File: src/rtl/time_syn_pkg.sv
// -----------------------------------------------------------------------------
// time_syn_pkg
// Shared types and widths for the time-sync calculator and its delay filter.
//   TIME_W      : width of local / controller time values (ns)
//   DELAY_W     : width of the one-way link delay (ns)
//   syn_state_e : sync FSM state encoding
//   half_rtt()  : one-way delay from a round trip, 64-bit modular
// -----------------------------------------------------------------------------
package time_syn_pkg;

   localparam int TIME_W  = 64;
   localparam int DELAY_W = 32;

   typedef enum logic [1:0] {
      ST_IDLE     = 2'd0,
      ST_REQ      = 2'd1,
      ST_WAIT_RSP = 2'd2,
      ST_ADJUST   = 2'd3
   } syn_state_e;

   // Round trip is measured on the local clock only (T4 - T1), so a wrap of
   // the 64-bit counter between the two stamps is harmless.
   function automatic logic [TIME_W-1:0] half_rtt(input logic [TIME_W-1:0] t4,
                                                  input logic [TIME_W-1:0] t1);
      logic [TIME_W-1:0] rtt;
      rtt = t4 - t1;
      return rtt >> 1;
   endfunction

endpackage

File: src/rtl/time_syn_delay_filt.sv
// -----------------------------------------------------------------------------
// time_syn_delay_filt
// Four-sample moving average of accepted link delays. The first sample after
// reset pre-fills the whole window so the average starts at that value
// instead of ramping up from zero. The average is registered: it is valid on
// the cycle after the push.
// Ports:
//   clk_i    : clock
//   rst_i    : synchronous active-high reset
//   push_i   : one-cycle strobe, sample_i enters the window
//   sample_i : accepted raw delay (ns)
//   avg_o    : (sum of last four samples) >> 2
// -----------------------------------------------------------------------------
module time_syn_delay_filt
   import time_syn_pkg::*;
(
   input  logic               clk_i,
   input  logic               rst_i,
   input  logic               push_i,
   input  logic [DELAY_W-1:0] sample_i,
   output logic [DELAY_W-1:0] avg_o
);

   localparam int DEPTH = 4;
   localparam int SUM_W = DELAY_W + 2;

   // win_q[0] is the newest stored sample
   logic [DELAY_W-1:0] win_q [DEPTH];
   logic               primed_q;
   logic [SUM_W-1:0]   sum_d;
   logic [DELAY_W-1:0] avg_q;

   // Sum of the window as it will be after this push: the incoming sample
   // plus the three newest stored ones (the oldest drops out).
   always_comb begin
      sum_d = {2'b00, sample_i};
      if (primed_q) begin
         for (int i = 0; i < DEPTH - 1; i++) begin
            sum_d = sum_d + {2'b00, win_q[i]};
         end
      end else begin
         sum_d = {sample_i, 2'b00};
      end
   end

   genvar gi;
   generate
      for (gi = 0; gi < DEPTH; gi++) begin : g_tap
         always_ff @(posedge clk_i) begin
            if (rst_i) begin
               win_q[gi] <= '0;
            end else if (push_i) begin
               if (!primed_q) begin
                  win_q[gi] <= sample_i;
               end else begin
                  if (gi == 0) begin
                     win_q[gi] <= sample_i;
                  end else begin
                     win_q[gi] <= win_q[(gi == 0) ? 0 : gi - 1];
                  end
               end
            end
         end
      end
   endgenerate

   always_ff @(posedge clk_i) begin
      if (rst_i) begin
         primed_q <= 1'b0;
         avg_q    <= '0;
      end else if (push_i) begin
         primed_q <= 1'b1;
         avg_q    <= sum_d[SUM_W-1:2];
      end
   end

   assign avg_o = avg_q;

endmodule

File: src/rtl/time_syn_calc.sv
// -----------------------------------------------------------------------------
// time_syn_calc
// Owns the ToR 64-bit local time. On each slot start it sends a sync request
// stamped with local time (T1), collects the controller's standard time (T2)
// and the echoed T1 (arrival stamped locally as T4), derives one-way delay as
// (T4 - T1) / 2 and loads local time = T2 + delay + period * edges-since-T2.
// In IDLE a broadcast time stamp can also re-load local time using the last
// accepted delay.
//
// Optional feature macro: TIME_SYN_DELAY_FILTER_EN
//   defined   -> accepted delays pass through a 4-sample moving average
//                (time_syn_delay_filt); ADJUST takes two cycles.
//   undefined -> raw delay used directly; ADJUST takes one cycle.
//
// Ports:
//   i_clk, i_rst            : clock, synchronous active-high reset
//   i_syn_start             : slot-start pulse
//   i_recv_std_time/_valid  : controller standard time T2
//   i_recv_return_ts/_valid : echoed request stamp T1
//   i_recv_time_stamp, i_recv_ts_valid : one-way broadcast time
//   o_req_valid, o_req_ts   : sync request pulse and its T1 stamp
//   o_local_time            : corrected local time (ns)
//   o_time_valid            : sticky, set by first accepted adjust
//   o_link_delay            : last accepted one-way delay (ns)
//   o_adj_pulse             : pulse on every local-time load
//   o_timeout               : pulse on response timeout or rejected delay
// -----------------------------------------------------------------------------
module time_syn_calc
   import time_syn_pkg::*;
#(
   parameter logic [7:0]  P_CLK_PERIOD_NS = 8'd4,
   parameter logic [15:0] P_TIMEOUT_CYC   = 16'd2000,
   parameter logic [31:0] P_DELAY_MAX     = 32'd100000
) (
   input  logic               i_clk,
   input  logic               i_rst,
   input  logic               i_syn_start,
   input  logic [TIME_W-1:0]  i_recv_std_time,
   input  logic               i_recv_std_valid,
   input  logic [TIME_W-1:0]  i_recv_return_ts,
   input  logic               i_recv_return_valid,
   input  logic [TIME_W-1:0]  i_recv_time_stamp,
   input  logic               i_recv_ts_valid,
   output logic               o_req_valid,
   output logic [TIME_W-1:0]  o_req_ts,
   output logic [TIME_W-1:0]  o_local_time,
   output logic               o_time_valid,
   output logic [DELAY_W-1:0] o_link_delay,
   output logic               o_adj_pulse,
   output logic               o_timeout
);

   localparam logic [TIME_W-1:0] STEP        = {{(TIME_W-8){1'b0}}, P_CLK_PERIOD_NS};
   localparam logic [TIME_W-1:0] DELAY_LIMIT = {{(TIME_W-DELAY_W){1'b0}}, P_DELAY_MAX};
   localparam logic [15:0]       TIMEOUT_LAST = P_TIMEOUT_CYC - 16'd1;

   syn_state_e         state_q;
   logic [TIME_W-1:0]  local_time_q;
   logic [TIME_W-1:0]  req_ts_q;
   logic [TIME_W-1:0]  t1_q;
   logic [TIME_W-1:0]  t2_q;
   logic [TIME_W-1:0]  t4_q;
   logic [TIME_W-1:0]  bcast_ts_q;
   logic               bcast_pend_q;
   logic               std_flag_q;
   logic               ret_flag_q;
   logic [15:0]        to_cnt_q;
   logic [15:0]        age_q;
   logic               req_valid_q;
   logic               time_valid_q;
   logic               adj_pulse_q;
   logic               timeout_q;
   logic [DELAY_W-1:0] link_delay_q;

   logic               ret_match_d;
   logic [TIME_W-1:0]  delay_raw_d;
   logic               delay_bad_d;
   logic [DELAY_W-1:0] delay_use_d;
   logic [15:0]        n_edges_d;
   logic [TIME_W-1:0]  adj_time_d;
   logic [TIME_W-1:0]  bcast_time_d;
   logic               adj_reject_d;
   logic               adj_load_d;

   // An echo only counts if it carries the stamp of our outstanding request.
   assign ret_match_d  = i_recv_return_valid && (i_recv_return_ts == req_ts_q);
   assign delay_raw_d  = half_rtt(t4_q, t1_q);
   assign delay_bad_d  = delay_raw_d > DELAY_LIMIT;
   // age_q counts edges after T2 capture; the load edge itself adds one.
   assign n_edges_d    = age_q + 16'd1;
   assign adj_time_d   = t2_q + {{(TIME_W-DELAY_W){1'b0}}, delay_use_d}
                       + STEP * {{(TIME_W-16){1'b0}}, n_edges_d};
   // Broadcast stamp is registered one edge before the load, hence + STEP.
   assign bcast_time_d = bcast_ts_q + {{(TIME_W-DELAY_W){1'b0}}, link_delay_q} + STEP;

`ifdef TIME_SYN_DELAY_FILTER_EN
   logic               adj_stage_q;
   logic               filt_push_d;
   logic [DELAY_W-1:0] filt_avg;

   // First ADJUST cycle: screen the raw delay and feed the filter.
   // Second ADJUST cycle: load using the filter's registered average.
   assign filt_push_d  = (state_q == ST_ADJUST) && !adj_stage_q && !delay_bad_d;
   assign delay_use_d  = filt_avg;
   assign adj_reject_d = !adj_stage_q && delay_bad_d;
   assign adj_load_d   = adj_stage_q;

   time_syn_delay_filt u_delay_filt (
      .clk_i    (i_clk),
      .rst_i    (i_rst),
      .push_i   (filt_push_d),
      .sample_i (delay_raw_d[DELAY_W-1:0]),
      .avg_o    (filt_avg)
   );
`else
   assign delay_use_d  = delay_raw_d[DELAY_W-1:0];
   assign adj_reject_d = delay_bad_d;
   assign adj_load_d   = 1'b1;
`endif

   always_ff @(posedge i_clk) begin
      if (i_rst) begin
         state_q      <= ST_IDLE;
         local_time_q <= '0;
         req_ts_q     <= '0;
         t1_q         <= '0;
         t2_q         <= '0;
         t4_q         <= '0;
         bcast_ts_q   <= '0;
         bcast_pend_q <= 1'b0;
         std_flag_q   <= 1'b0;
         ret_flag_q   <= 1'b0;
         to_cnt_q     <= '0;
         age_q        <= '0;
         req_valid_q  <= 1'b0;
         time_valid_q <= 1'b0;
         adj_pulse_q  <= 1'b0;
         timeout_q    <= 1'b0;
         link_delay_q <= '0;
`ifdef TIME_SYN_DELAY_FILTER_EN
         adj_stage_q  <= 1'b0;
`endif
      end else begin
         req_valid_q  <= 1'b0;
         adj_pulse_q  <= 1'b0;
         timeout_q    <= 1'b0;
         bcast_pend_q <= 1'b0;
         local_time_q <= local_time_q + STEP;

         if (std_flag_q) begin
            age_q <= age_q + 16'd1;
         end

         // Pending broadcast load (captured in IDLE on the previous edge)
         if (bcast_pend_q) begin
            local_time_q <= bcast_time_d;
            adj_pulse_q  <= 1'b1;
         end

`ifdef TIME_SYN_DELAY_FILTER_EN
         if (state_q != ST_ADJUST) begin
            adj_stage_q <= 1'b0;
         end
`endif

         case (state_q)
            ST_IDLE: begin
               if (i_recv_ts_valid) begin
                  bcast_ts_q   <= i_recv_time_stamp;
                  bcast_pend_q <= 1'b1;
               end
               if (i_syn_start) begin
                  state_q <= ST_REQ;
               end
            end

            ST_REQ: begin
               req_ts_q    <= local_time_q;
               req_valid_q <= 1'b1;
               std_flag_q  <= 1'b0;
               ret_flag_q  <= 1'b0;
               to_cnt_q    <= '0;
               age_q       <= '0;
               state_q     <= ST_WAIT_RSP;
            end

            ST_WAIT_RSP: begin
               if (i_recv_std_valid) begin
                  t2_q       <= i_recv_std_time;
                  std_flag_q <= 1'b1;
                  age_q      <= '0;
               end
               if (ret_match_d) begin
                  t1_q       <= i_recv_return_ts;
                  t4_q       <= local_time_q;
                  ret_flag_q <= 1'b1;
               end
               // A completing response wins over a timeout on the same edge.
               if ((std_flag_q || i_recv_std_valid) && (ret_flag_q || ret_match_d)) begin
                  state_q <= ST_ADJUST;
               end else if (to_cnt_q == TIMEOUT_LAST) begin
                  timeout_q <= 1'b1;
                  state_q   <= ST_IDLE;
               end else begin
                  to_cnt_q <= to_cnt_q + 16'd1;
               end
            end

            ST_ADJUST: begin
               if (adj_reject_d) begin
                  timeout_q <= 1'b1;
                  state_q   <= ST_IDLE;
               end else if (adj_load_d) begin
                  link_delay_q <= delay_use_d;
                  local_time_q <= adj_time_d;
                  adj_pulse_q  <= 1'b1;
                  time_valid_q <= 1'b1;
                  state_q      <= ST_IDLE;
               end
`ifdef TIME_SYN_DELAY_FILTER_EN
               else begin
                  adj_stage_q <= 1'b1;
               end
`endif
            end

            default: state_q <= ST_IDLE;
         endcase
      end
   end

   assign o_req_valid  = req_valid_q;
   assign o_req_ts     = req_ts_q;
   assign o_local_time = local_time_q;
   assign o_time_valid = time_valid_q;
   assign o_link_delay = link_delay_q;
   assign o_adj_pulse  = adj_pulse_q;
   assign o_timeout    = timeout_q;

endmodule

File: config.mk
export PLATFORM = sky130hd
export DESIGN_NAME = time_syn_calc
export DESIGN_NICKNAME = d
export VERILOG_FILES = /design/src/rtl/time_syn_pkg.sv /design/src/rtl/time_syn_delay_filt.sv /design/src/rtl/time_syn_calc.sv
export SDC_FILE = /design/constraint.sdc
export NUM_CORES = 1
export LEC_CHECK = 0
export ABC_CLOCK_PERIOD_IN_PS = 6830
export CAP_MARGIN = 30
export CORE_UTILIZATION = 57
export DETAILED_ROUTE_END_ITERATION = 16
export PLACE_DENSITY = 0.82
export SYNTH_ARGS = -nofsm -noshare
export SYNTH_HDL_FRONTEND = slang
export SYNTH_HIERARCHICAL = 1
export SYNTH_SLANG_ARGS = --single-unit
export TNS_END_PERCENT = 100
File: constraint.sdc
create_clock -name i_clk -period 6.83 [get_ports i_clk]
set_clock_uncertainty 0.15 [all_clocks]
set_input_delay 1.0245 -clock i_clk [delete_from_list [all_inputs] [get_ports i_clk]]
set_output_delay 1.0245 -clock i_clk [all_outputs]
set_load 0.005 [all_outputs]
==> results.toml, run 1 <==
[worst_setup_path]
setup.worst_path.class = "reg2reg"
path_delay_family = "compound AO/OA/AOI/OAI gates"
crit_fanout = 17
cpMostUsedCell = "inv_1"
path_buf_inv = 4
cp_slowest_cell = "fa_1"
crit_arrival_ns = 6.63
max_stage_delay_ns = 0.52
cp-start-kind = "flop"
path_cells = "inv_1 -> ha_1 -> a21oi_1 -> o21ai_1 -> a21oi_2 -> o21ai_0 -> xor2_1 -> inv_1 -> fa_1 -> inv_1 -> ha_1 -> nand2_1 -> nor4_1 -> o31ai_1 -> a21oi_1 -> a31oi_1 -> o221ai_1 -> a221oi_1 -> buf_4 -> nor4b_1 -> xnor2_1 -> nor2_1 -> mux2_4"
required_ns = 7.20
end_kind = "flop"

[power]
leakage_nw = 15.4
max-vdd-ir-drop_mv = 0.220
p_per_area_nw_per_um2 = 202

[sta]
slew_violations = 0
tns_ns = 0
finalSetupViolCount = 0
clock.fmax_mhz = 160
hold_viol = 0
tightest_slew_ns = 0.951
period_needed_ns = 6.26
finalCritPeriodShare_pct = 91.7
hold_ws_ns = 0.305
rsz0062_at_grt = "false"
slew_headroom_pct = 36.6

[clocking]
clk_pin_slew_worst_paths_ns = 0.06
cts_setup_buffers = 0
h-tree-depth = 2
cts_resized = 0
cts_tree = "built"
root_buffer = "clkbuf_16"
cts_buffers = 49
hold_buffers = 0
clock_latency_ns = 0.63
cts_sinks = 457
cts_buffer_depth = 3

[cells_and_area]
area_growth_syn_to_layout_pct = 19.0
finalInstanceArea_um2 = 35500
layout.cells.non_filler = 4670
fillers = 4195
postLayoutCoreUtil_pct = 69.0
final_common_cell = "dfxtp_1"
nets = 4346
drive_gt1_share_pct = 5.57
final_cell_mix = "456 x dfxtp_1, 454 x nor2_1, 442 x nand2_1"

[floorplan]
io_pins = 362
initial_core_util_pct = 58.0
core_area_um2 = 51500
die-area_um2 = 53300
fp.dieH_um = 231
row_count = 83
die_width_um = 231

[synth]
ys_ff_latch = 457
synth_edf_count = 0
synth-main-ff-cell = "dfxtp_1"
yosysSeqAreaShare_pct = 30.6
synth_cell_types = 82
synth_fp_nets = 4089
syn-cell-area_um2 = 29900
syn_avg_cell_area_um2 = 8.09
yosys_warnings = 6
syn_inst = 3690
synthArstFlopShare_pct = 0

[grt]
grt_use_met1_pct = 51.1
met3_usage_pct = 5.11
grt_pass1_wl_mm = 153
grt_max_degree = 205
grt-ovfl-total = 0
top_usage_layer = "met2"
antenna_found_initial = 4
grtUsageMet2_pct = 58.2
grt_pass1_vias = 25942
track_usage_pct = 37.1

[drt]
wl_per_cell_um = 21.8
vias = 27934
vias_per_cell = 5.98
drt-initial-drc-count = 2723
routed_wirelength_mm = 102
dr.pass1.iters = 6
antenna_left = 0
drc = 0

[outcome]
status = "finished clean"

[run]
maxCapViolCount = 0

[placement]
dp_hpwl_mm = 78.6
placedInstanceArea_um2 = 33800
placedCellCount = 4576
gp_congestion = 0.997
io_buffers = 361

[worst_hold_path]
hp-class = "reg2reg"
==> flip-flops by register name, summed over array words and instances, names as in the netlist, 2 cells and up <==
name          flops
to_cnt_q         16
t4_q             64
state_q           2
t1_q             64
t2_q             64
o_link_delay     32
o_req_ts         64
o_local_time     64
age_q            16
bcast_ts_q       64
==> metal layers <==
layer	share of wire, %	vias to the layer above
met4	4.0	0
met1	45	13338
li1	-	13349
met3	7.3	165
met5	0	-
met2	44	1082
==> final cells by class <==
type | count | area (um2) | area share [%]
inverters | 178 | 668 | 1.88
diodes | 4 | 10.0 | 0.0282
flip-flops and latches | 457 | 9150 | 25.8
clock buffers | 66 | 1400 | 3.94
clock inverters | 24 | 312 | 0.877
repair buffers | 389 | 3880 | 10.9
well taps | 680 | 851 | 2.39
multi-input cells | 2872 | 19300 | 54.2
==> path summary, 6_finish.rpt <==
path | slack (ns) | cells past startpoint | start | endpoint
setup reg to reg | 0.57 | 23 | t1_q[4] | o_local_time[40]
hold reg to reg | 0.30 | 2 | t2_q[6] | t2_q[6]
setup / recovery | 0.57 | 23 | t1_q[4] | o_local_time[40]
hold / removal | 0.30 | 2 | t2_q[6] | t2_q[6]
==> Yosys cell counts (18+ instances only) <==
cell type,number,area share (%)
dfxtp_1,457,31
nor2_1,454,5.7
nand2_1,445,5.6
a21oi_1,301,5.0
mux2i_1,213,7.1
xnor2_1,183,5.4
ha_1,182,7.6
inv_1,178,2.2
clkbuf_1,135,1.7
o21ai_0,112,1.9
xor2_1,98,2.9
nand3_1,86,1.4
a211oi_1,65,1.6
mux2_4,62,3.1
nand4_1,60,1.3
nor3_1,53,0.89
a21o_1,48,1.2
and3_1,46,0.96
nor2b_1,40,0.84
nand2b_1,37,0.78
nor4_1,30,0.63
nor3b_1,29,0.73
buf_1,27,0.34
or3_1,27,0.57
o211ai_1,22,0.55
and2_1,20,0.42
o21a_1,20,0.50
fa_1,19,1.3
a31oi_1,18,0.38
and4_1,18,0.53
o21bai_1,18,0.45
==> kinds of logic (layout without fill, tap and decap cells) <==
| family | count (synthesis) | count (layout) | synth area share (%) |
|---|---|---|---|
| xor+xnor | 281 | 281 | 8.24 |
| simple gates | 1385 | 1385 | 21.5 |
| buf+inv | 361 | 657 | 4.96 |
| flops | 457 | 457 | 30.6 |
| fa+ha+maj | 201 | 201 | 8.90 |
| other cells | 0 | 4 | 0 |
| mux | 285 | 285 | 10.6 |
| compound gates | 720 | 720 | 15.1 |
==> tightest hold or removal path, delay by kind of cell, from the launching register on <==
family          cells  cell delay [ns]
compound gates      1             0.05
flops               1             0.31
simple gates        1             0.05
==> stage by stage <==
step | worst slack, ns | power [mW]
final | 0.565 | 7.18
after global routing | 0.157 | 7.41
after CTS | 0.650 | 7.18
after detailed placement | 0.692 | 4.38
after global placement | 0.872 | 4.36
after floorplan | 0.932 | 3.76
==> power breakdown <==
part | total [mW] | switching [mW] | internal (mW) | leakage, nW
combinational | 1.26 | 0.662 | 0.603 | 10.9
clock | 2.82 | 1.18 | 1.64 | 0.823
sequential | 3.10 | 0.287 | 2.81 | 3.70
No activity file was read; power rests on OpenSTA's default activity.
==> inputs of run 2 (changes only) <==
--- a/config.mk
+++ b/config.mk
@@ -5,11 +5,12 @@
 export SDC_FILE = /design/constraint.sdc
 export NUM_CORES = 1
 export LEC_CHECK = 0
-export ABC_CLOCK_PERIOD_IN_PS = 6830
 export CAP_MARGIN = 30
 export CORE_UTILIZATION = 57
 export DETAILED_ROUTE_END_ITERATION = 16
 export PLACE_DENSITY = 0.82
+export SKIP_CTS_REPAIR_TIMING = 1
+export SKIP_LAST_GASP = 1
 export SYNTH_ARGS = -nofsm -noshare
 export SYNTH_HDL_FRONTEND = slang
 export SYNTH_HIERARCHICAL = 1
==> results of run 2 <==
Same layout as run 1: the final DEF is identical, and so are final timing and power.
